`config.mk`:
```
export PLATFORM = sky130hd
export DESIGN_NAME = ttt_game_controller
export DESIGN_NICKNAME = d
export VERILOG_FILES = /design/src/rtl/ttt_game_controller.sv
export SDC_FILE = /design/constraint.sdc
export NUM_CORES = 1
export LEC_CHECK = 0
export ABC_AREA = 1
export CAP_MARGIN = 20
export CORE_ASPECT_RATIO = 0.75
export CORE_UTILIZATION = 50
export CTS_CLUSTER_SIZE = 14
export DETAILED_ROUTE_END_ITERATION = 12
export PLACE_DENSITY = 0.76
export SKIP_LAST_GASP = 1
export SYNTH_ARGS = -nofsm -noshare
export SYNTH_HDL_FRONTEND = slang
export SYNTH_SLANG_ARGS = --single-unit
```
`constraint.sdc`:
```
create_clock -name clk -period 4.5 [get_ports clk]
set_input_delay 1.125 -clock clk [delete_from_list [all_inputs] [get_ports clk]]
set_output_delay 1.125 -clock clk [all_outputs]
set_load 0.005 [all_outputs]
```
`src/rtl/ttt_game_controller.sv`:
```
// Tic-tac-toe turn sequencer: owns the 3x3 board, moves the cursor, alternates X/O
// and reports wins/draws to the grid renderer. Every output is a register.
module ttt_game_controller (
  input  logic        clk,
  input  logic        reset,
  input  logic        start,
  input  logic        left,
  input  logic        right,
  input  logic        enter,
  output logic [8:0]  cursor,
  output logic [17:0] board,
  output logic        turn,
  output logic        game_over,
  output logic [1:0]  winner,
  output logic [8:0]  win_line,
  output logic [3:0]  move_count
);

  typedef enum logic [1:0] {IDLE, PLAY, CHECK, OVER} state_t;

  // Rows, columns and diagonals as cell masks (bit k = cell k).
  localparam logic [8:0] LINES [8] = '{9'h007, 9'h038, 9'h1C0, 9'h049,
                                       9'h092, 9'h124, 9'h111, 9'h054};

  state_t     state;
  logic       start_q, left_q, right_q, enter_q;
  logic       start_p, left_p, right_p, enter_p;
  logic [1:0] mark;
  logic [8:0] occupied;
  logic       cell_busy;
  logic [8:0] win_mask;

  function automatic logic [8:0] line_hits(input logic [17:0] b, input logic [1:0] m);
    logic [8:0] match;
    logic [8:0] hits;
    for (int k = 0; k < 9; k++) match[k] = (b[2*k +: 2] == m);
    hits = '0;
    for (int l = 0; l < 8; l++)
      if ((match & LINES[l]) == LINES[l]) hits = hits | LINES[l];
    return hits;
  endfunction

  assign start_p = start & ~start_q;
  assign left_p  = left  & ~left_q;
  assign right_p = right & ~right_q;
  assign enter_p = enter & ~enter_q;
  assign mark    = turn ? 2'b10 : 2'b01;

  always_comb begin
    occupied = '0;
    for (int k = 0; k < 9; k++) occupied[k] = |board[2*k +: 2];
  end

  assign cell_busy = |(occupied & cursor);
  assign win_mask  = line_hits(board, mark);

  always_ff @(posedge clk or posedge reset) begin
    if (reset) begin
      state      <= IDLE;
      // Previous samples start high so a button held through reset is not a press.
      start_q    <= 1'b1;
      left_q     <= 1'b1;
      right_q    <= 1'b1;
      enter_q    <= 1'b1;
      cursor     <= 9'b000000001;
      board      <= '0;
      turn       <= 1'b0;
      game_over  <= 1'b0;
      winner     <= 2'b00;
      win_line   <= '0;
      move_count <= '0;
    end else begin
      start_q <= start;
      left_q  <= left;
      right_q <= right;
      enter_q <= enter;
      // CHECK swallows every press, start included.
      if (start_p && state != CHECK) begin
        state      <= PLAY;
        cursor     <= 9'b000000001;
        board      <= '0;
        turn       <= 1'b0;
        game_over  <= 1'b0;
        winner     <= 2'b00;
        win_line   <= '0;
        move_count <= '0;
      end else begin
        case (state)
          PLAY: begin
            if (enter_p && !cell_busy) begin
              for (int k = 0; k < 9; k++)
                if (cursor[k]) board[2*k +: 2] <= mark;
              move_count <= move_count + 4'd1;
              state      <= CHECK;
            end else if (left_p ^ right_p) begin
              cursor <= right_p ? {cursor[7:0], cursor[8]} : {cursor[0], cursor[8:1]};
            end
          end
          CHECK: begin
            if (win_mask != '0) begin
              state     <= OVER;
              game_over <= 1'b1;
              winner    <= mark;
              win_line  <= win_mask;
            end else if (move_count == 4'd9) begin
              state     <= OVER;
              game_over <= 1'b1;
              winner    <= 2'b11;
            end else begin
              turn  <= ~turn;
              state <= PLAY;
            end
          end
          default: ;
        endcase
      end
    end
  end

endmodule

```
==> results of run 1 <==
cells in the final DEF (no fill, tap or decap):
cell type	instances
sky130_fd_sc_hd__nor2_2	3
sky130_fd_sc_hd__dfstp_2	5
sky130_fd_sc_hd__clkinv_2	1
sky130_fd_sc_hd__xnor2_1	1
sky130_fd_sc_hd__nand3_1	24
sky130_fd_sc_hd__clkinvlp_4	1
sky130_fd_sc_hd__nor3_2	1
sky130_fd_sc_hd__nand2_1	133
sky130_fd_sc_hd__dfrtp_1	45
sky130_fd_sc_hd__clkbuf_8	6
sky130_fd_sc_hd__nor2_1	20
sky130_fd_sc_hd__o21ai_1	10
sky130_fd_sc_hd__nand3_2	6
sky130_fd_sc_hd__nand4_1	3
sky130_fd_sc_hd__inv_1	45
sky130_fd_sc_hd__xor2_1	1
sky130_fd_sc_hd__inv_2	3
sky130_fd_sc_hd__o21ai_4	1
sky130_fd_sc_hd__nor3_1	2
sky130_fd_sc_hd__nand2_2	2
sky130_fd_sc_hd__inv_4	1
sky130_fd_sc_hd__ha_1	2
sky130_fd_sc_hd__clkdlybuf4s50_1	49
sky130_fd_sc_hd__o21ai_0	47
sky130_fd_sc_hd__a21oi_1	16
sky130_fd_sc_hd__o31ai_1	1
sky130_fd_sc_hd__buf_4	2
sky130_fd_sc_hd__buf_12	1
worst max-delay path, delay by kind of cell:
family | cells | cell delay (ns)
AOI/OAI and AO/OA | 1 | 0.11
buffers and inverters | 4 | 1.28
and+or+nand+nor | 3 | 0.65
per-layer routing:
metal  up-vias  part of all wire
li1       1318                 -
met5         -                 0
met4         0            0.0040
met1      1218              0.48
met2        86              0.45
met3         2             0.070
worst max-delay path by stage:
stage          startpoint        end  slack (ns)  cells past startpoint
2_1_floorplan       reset   board[0]        2.18                      1
3_3_place_gp        start  cursor[7]        1.30                      8
3_5_place_dp        start  cursor[7]        1.20                      8
4_1_cts             start  cursor[7]        1.54                      8
5_1_grt             start  cursor[8]        1.31                      8
6_report            start  cursor[1]        1.50                      8
power by group through the flow:
| stage | Sequential, uW | Clock (uW) | Combinational, uW |
|---|---|---|---|
| floorplan | 659 | 0 | 460 |
| global placement | 699 | 0 | 681 |
| detailed placement | 702 | 0 | 697 |
| CTS | 696 | 277 | 700 |
| global route | 716 | 297 | 787 |
| finish | 695 | 273 | 700 |
sequential cells by signal, summed over array words and instances (netlist names):
signal	cells
start_q	1
state	2
cursor	9
winner	2
board	18
left_q	1
right_q	1
enter_q	1
game_over	1
turn	1
win_line	9
move_count	4
cells by family (layout without fill, tap and decap cells):
kind of cell               after synthesis  after routing  share of synthesized area
DFF                                     50             50                      0.451
and+or+nand+nor                        194            194                      0.296
buffers and inverters                   62            109                     0.0987
adders and majority gates                2              2                    0.00897
AOI/OAI and AO/OA                       75             75                      0.140
xor gates and xnor gates                 2              2                    0.00628
area by class of cell:
class / instances / area share
tap: 75 / 0.0275
clock inverter: 2 / 0.00366
sequential: 50 / 0.368
inverter: 49 / 0.0546
timing repair buffer: 52 / 0.154
multi-input combinational: 273 / 0.368
clock buffer: 6 / 0.0242
per-stage QoR:
step	power [uW]	hold WS (ns)
after global routing	1800	0.520
after floorplan	1120	0.471
after detailed placement	1400	0.482
final	1670	0.505
after CTS	1670	0.506
after global placement	1380	0.472
==> impl_metrics.py, run 1 <==
metrics = {
    "setup_path": {
        "critical_path_required_ns": 4.66,
        "worst_r2r_path_depth": 13,
        "worstReg2RegEnd": "winner[0]",
        "start_kind": "input pin",
        "cp_slowest_stage_delay_ns": 0.57,
        "reg2reg_from": "turn",
        "critPathArrivalTime_ns": 3.16,
        "worst-setup-path-type": "in2reg",
        "cell_at_the_slowest_stage_of_the_critical_path": "sky130_fd_sc_hd__inv_1",
        "worst-r2r-setup-slack_ns": 2.04,
        "cpMostUsedCell": "sky130_fd_sc_hd__inv_1",
        "worstSetupEndpointType": "flop",
        "cp_cell_sequence": "clkdlybuf4s50_1, inv_1, nor3_2, buf_4, inv_1, nand2_1, nand3_1, o21ai_0",
        "critical_path_fanout_max": 25,
    },
    "logic_synthesis": {
        "ys.warnings.count": 0,
        "ys_async_sr_fraction": 1.00,
        "synth_enable_flop_cells": 0,
        "synth.avg_cell_area_sq_um": 7.24,
        "synth_cell_type_count": 25,
        "yosys.cell_count.top_type": "sky130_fd_sc_hd__nand2_1",
        "syn-cell-area_sq_um": 2790,
        "synth.ff_latch_count": 50,
        "number_of_cells_produced_by_synthesis": 385,
        "dominantRegCellSynth": "sky130_fd_sc_hd__dfrtp_1",
        "synth_area_leaders": "sky130_fd_sc_hd__dfrtp_1 40%, sky130_fd_sc_hd__nand2_1 18%, sky130_fd_sc_hd__o21ai_0 8.4%",
        "post_synth_most_frequent_cells": "133 x sky130_fd_sc_hd__nand2_1, 47 x sky130_fd_sc_hd__o21ai_0, 46 x sky130_fd_sc_hd__inv_1",
        "post-synth-top-area-fraction": 0.404,
        "syn-num-nets": 393,
        "synth-seq-area-share": 0.451,
        "synthDominantAreaCellType": "sky130_fd_sc_hd__dfrtp_1",
    },
    "cells_and_area": {
        "design_area_sq_um": 3410,
        "multiInputGateArea_sq_um": 1260,
        "antenna_cells_inserted": 0,
        "final-instance-count-excl-fill": 507,
        "area_growth_synth_to_finish_pct": 22.4,
        "layout.area.seq_sq_um": 1260,
        "drive_gt1_frac": 0.0764,
        "postLayoutCoreUtil": 0.638,
        "fillers": 497,
        "final_net_count": 439,
    },
    "status": {
        "outcome": "complete, no violations",
    },
    "floorplan": {
        "coreArea_sq_um": 5350,
        "dieArea_sq_um": 5880,
        "die_x_um": 88.2,
        "boundaryPins": 50,
        "fp-row-count": 23,
        "die-height_um": 66.7,
        "floorplan.initialDensity": 0.521,
    },
    "timing": {
        "setup-violations-final": 0,
        "period_minus_slack_ns": 3.00,
        "setup_repair_after_global_routing_missed_its_margin": "false",
        "clock_skew_ns": 0.0138,
        "hold_violations": 0,
        "final_critical_path_setup_slack_ns": 1.50,
        "number_of_max_slew_violations_in_the_final_report": 0,
        "min_period_over_period": 0.666,
        "max_clock_freq_mhz": 334,
        "timing.slew.headroom": 0.493,
        "fin_tns_setup_ns": 0,
        "worst_margin_slew_ns": 0.759,
    },
    "power_and_ir_drop": {
        "internal-power_uw": 982,
        "seq_power_share": 0.417,
        "max-vdd-ir-drop_mv": 0.304,
        "power.leakage_uw": 0.00158,
        "p_comb_frac": 0.420,
        "clock_network_fraction_of_total_power": 0.164,
        "netSwitchingPower_uw": 686,
        "power_per_cell_area_nw_per_um2": 488,
        "power.switching_fraction": 0.411,
    },
    "clock_network": {
        "cts_setup_buffers": 0,
        "cts.repair.resized": 0,
        "tritoncts": "yes",
        "cts_buffers": 5,
        "cts.reportedPaths.clkPinSlew_ns": 0.10,
        "cts_num_sinks": 50,
        "ctsHoldBuffers": 0,
        "clock_latency_ns": 0.30,
        "htreeDepth": 2,
        "cts_root_buf": "sky130_fd_sc_hd__clkbuf_8",
        "clock_path_buffers": 2,
    },
    "detailed_routing": {
        "num_vias": 2624,
        "drt.antenna.violating_nets": 0,
        "drcViolationCount": 0,
        "drt-wirelength-per-cell_um": 12.7,
        "route.detailed.vias_per_inst": 5.18,
        "route.final.wire_length_um": 6440,
        "drt_first_pass_iters": 5,
        "initialDrtViolationCount": 159,
    },
    "run": {
        "timing.max_cap.violations": 0,
    },
    "min_path": {
        "hold_depth": 2,
        "hold_end": "win_line[3]",
        "hold_path.startpoint": "win_line[3]",
        "min-delay-path-class": "reg2reg",
    },
    "global_routing": {
        "grt_pass1_wl_um": 10600,
        "grt_overflow": 0,
        "grt.met1_usage": 0.344,
        "grt_pass1_vias": 2226,
        "gr-max-usage-layer": "met2",
        "maximum_number_of_pins_on_one_net_before_global_route_repair": 51,
        "antenna_violations_before_repair": 0,
        "met2_usage": 0.362,
        "grt_util_met3": 0.0496,
        "grtUsageTotal": 0.237,
    },
    "placement": {
        "dpl_worst_slack_ns": 1.20,
        "dp.cells": 498,
        "detailed_place.area_sq_um": 3300,
        "port-buffer-count": 49,
        "gpl_wtd_cong": 0.826,
        "place.detailed.hpwl_um": 4700,
    },
}
No activity file was read; power rests on OpenSTA's default activity.
==> run 2, diff against run 1 <==
==> constraint.sdc (replaced) <==
create_clock -name clk -period 2.8 [get_ports clk]
set_input_delay 0.7 -clock clk [delete_from_list [all_inputs] [get_ports clk]]
set_output_delay 0.7 -clock clk [all_outputs]
set_load 0.005 [all_outputs]
==> run 2 against run 1 <==
Compared with the run above: global-route usage up 0.80 points; sequential power up 61%; final area up 0.11%; sequential share of layout area about the same; power up 62%; wire length up 3.4%; worst setup slack worse by 0.96 ns; combinational power up 63%; highest routed layer unchanged.
==> impl_metrics.py, run 2 (same netlist as run 1, synthesis figures left out) <==
metrics = {
    "status": {
        "outcome": "complete, no violations",
    },
    "clock_network": {
        "cts_buffers": 5,
        "htreeDepth": 2,
        "cts_setup_buffers": 0,
        "clock_path_buffers": 2,
        "cts_num_sinks": 50,
        "cts_root_buf": "sky130_fd_sc_hd__clkbuf_8",
        "cts.reportedPaths.clkPinSlew_ns": 0.09,
        "ctsHoldBuffers": 0,
        "clock_latency_ns": 0.31,
        "tritoncts": "yes",
    },
    "detailed_routing": {
        "route.final.wire_length_um": 6660,
        "drt.antenna.violating_nets": 0,
        "drt-wirelength-per-cell_um": 13.1,
        "drt_first_pass_iters": 5,
        "num_vias": 2628,
        "route.detailed.vias_per_inst": 5.16,
        "initialDrtViolationCount": 181,
        "drcViolationCount": 0,
    },
    "setup_path": {
        "critPathArrivalTime_ns": 2.45,
        "worst-setup-path-type": "reg2reg",
        "critical_path_fanout_max": 22,
        "start_kind": "flop",
        "cpMostUsedCell": "sky130_fd_sc_hd__nand2_1",
        "critical_path_required_ns": 3.00,
        "cp.buffers_inverters": 1,
        "cell_family_contributing_the_most_delay_on_the_critical_path": "simple AND/OR/NAND/NOR gates",
        "worstSetupEndpointType": "flop",
        "cp_cell_sequence": "inv_4, nand2_1, nand2_1, nor2_1, nand3_1, nand2_1, nor2_1, nand2_2, o21ai_4, nand2_1, nand2_1, nand2_1",
        "cell_at_the_slowest_stage_of_the_critical_path": "sky130_fd_sc_hd__dfrtp_2",
        "cp_slowest_stage_delay_ns": 0.56,
    },
    "power_and_ir_drop": {
        "max-vdd-ir-drop_mv": 0.413,
        "power_per_cell_area_nw_per_um2": 790,
        "power.leakage_uw": 0.00158,
    },
    "global_routing": {
        "grt_overflow": 0,
        "grt_pass1_wl_um": 10900,
        "maximum_number_of_pins_on_one_net_before_global_route_repair": 51,
        "antenna_violations_before_repair": 0,
        "grt_pass1_vias": 2319,
        "grtUsageTotal": 0.245,
    },
    "timing": {
        "min_period_over_period": 0.805,
        "setup_repair_after_global_routing_missed_its_margin": "false",
        "final_critical_path_setup_slack_ns": 0.545,
        "clock_skew_ns": 0.00637,
        "fin_tns_setup_ns": 0,
        "timing.slew.headroom": 0.580,
        "setup-violations-final": 0,
        "max_clock_freq_mhz": 444,
        "number_of_max_slew_violations_in_the_final_report": 0,
        "worst_margin_slew_ns": 0.629,
        "period_minus_slack_ns": 2.25,
        "hold_violations": 0,
    },
    "placement": {
        "port-buffer-count": 49,
        "place.detailed.hpwl_um": 4850,
        "dpl_worst_slack_ns": 0.322,
        "gpl_wtd_cong": 0.804,
    },
    "cells_and_area": {
        "final_net_count": 441,
        "largest_register_ff_count": 18,
        "reg_top3": "board (18), cursor (9), win_line (9)",
        "mostFrequentLayoutCell": "sky130_fd_sc_hd__nand2_1",
        "antenna_cells_inserted": 0,
        "area_growth_synth_to_finish_pct": 22.6,
        "drive_gt1_frac": 0.0829,
        "registers.top_by_ff_count": "board",
        "most-common-layout-cells": "133 x sky130_fd_sc_hd__nand2_1, 49 x sky130_fd_sc_hd__clkdlybuf4s50_1, 47 x sky130_fd_sc_hd__o21ai_0, 45 x sky130_fd_sc_hd__inv_1, 44 x sky130_fd_sc_hd__dfrtp_1",
    },
    "floorplan": {
        "boundaryPins": 50,
        "coreArea_sq_um": 5350,
        "dieArea_sq_um": 5880,
        "floorplan.initialDensity": 0.521,
        "die_x_um": 88.2,
        "die-height_um": 66.7,
        "fp-row-count": 23,
    },
    "min_path": {
        "min-delay-path-class": "reg2reg",
    },
    "run": {
        "timing.max_cap.violations": 0,
    },
}
## run 2: cell types whose count changed in the layout (fill, tap and decap cells not counted)
cell,previous run,this run
sky130_fd_sc_hd__buf_12,1,0
sky130_fd_sc_hd__buf_4,2,5
sky130_fd_sc_hd__dfrtp_1,45,44
sky130_fd_sc_hd__dfrtp_2,0,1
## run 2: worst paths after layout
path                                    end  cells past startpoint        start  slack (ns)
worst max-delay path              winner[1]                     12         turn        0.55
worst min-delay path            win_line[5]                      2  win_line[5]        0.49
worst max register to register    winner[1]                     12         turn        0.55
worst min register to register  win_line[5]                      2  win_line[5]        0.49
max in group asynchronous              turn                      3        reset        1.47
min in group asynchronous         cursor[3]                      3        reset        0.88
## run 2: metal layers
layer / vias to the layer above / track usage / share of wire
li1: 1321 / - / -
met1: 1227 / 0.349 / 0.48
met2: 71 / 0.388 / 0.45
met3: 9 / 0.0372 / 0.054
met4: 0 / 0.0665 / 0.011
met5: - / 0 / 0
## run 2: final cells by class
type                       count  area (sq um)
clock buffer                   6          82.6
timing repair buffer          54           528
multi-input combinational    273          1260
inverter                      49           186
tap                           75          93.8
sequential                    50          1260
clock inverter                 2          12.5
fill                         503          1930
## run 2: what timing repair did
action / in CTS / in global routing
hold endpoints to repair: 0 / 0
gates resized for setup: 0 / 1
endpoints found under the setup margin: 0 / 1
## run 2: power breakdown
group | internal (uW) | total (uW) | switching, uW
combinational | 490 | 1140 | 645
sequential | 892 | 1120 | 231
clock | 199 | 441 | 242
total | 1580 | 2700 | 1120
## run 2: metrics by stage
stage / hold slack [ns] / area (sq um) / total power, uW / cells / util
3_3_place_gp: 0.471 / 3320 / 2220 / 501 / 0.621
3_5_place_dp: 0.478 / 3320 / 2260 / 501 / 0.621
4_1_cts: 0.500 / 3420 / 2710 / 509 / 0.638
5_1_grt: 0.519 / 3420 / 2900 / 509 / 0.639
2_1_floorplan: 0.471 / 2790 / 1800 / 385 / -
6_report: 0.494 / 3420 / 2700 / 509 / 0.639
## run 2: worst register-to-register path: stages (launching register included)
cell and delay (ns):
sky130_fd_sc_hd__dfrtp_2 0.56, sky130_fd_sc_hd__inv_4 0.20, sky130_fd_sc_hd__nand2_1 0.07, sky130_fd_sc_hd__nand2_1 0.06, sky130_fd_sc_hd__nor2_1 0.09, sky130_fd_sc_hd__nand3_1 0.16
sky130_fd_sc_hd__nand2_1 0.09, sky130_fd_sc_hd__nor2_1 0.12, sky130_fd_sc_hd__nand2_2 0.09, sky130_fd_sc_hd__o21ai_4 0.43, sky130_fd_sc_hd__nand2_1 0.14, sky130_fd_sc_hd__nand2_1 0.09
sky130_fd_sc_hd__nand2_1 0.05
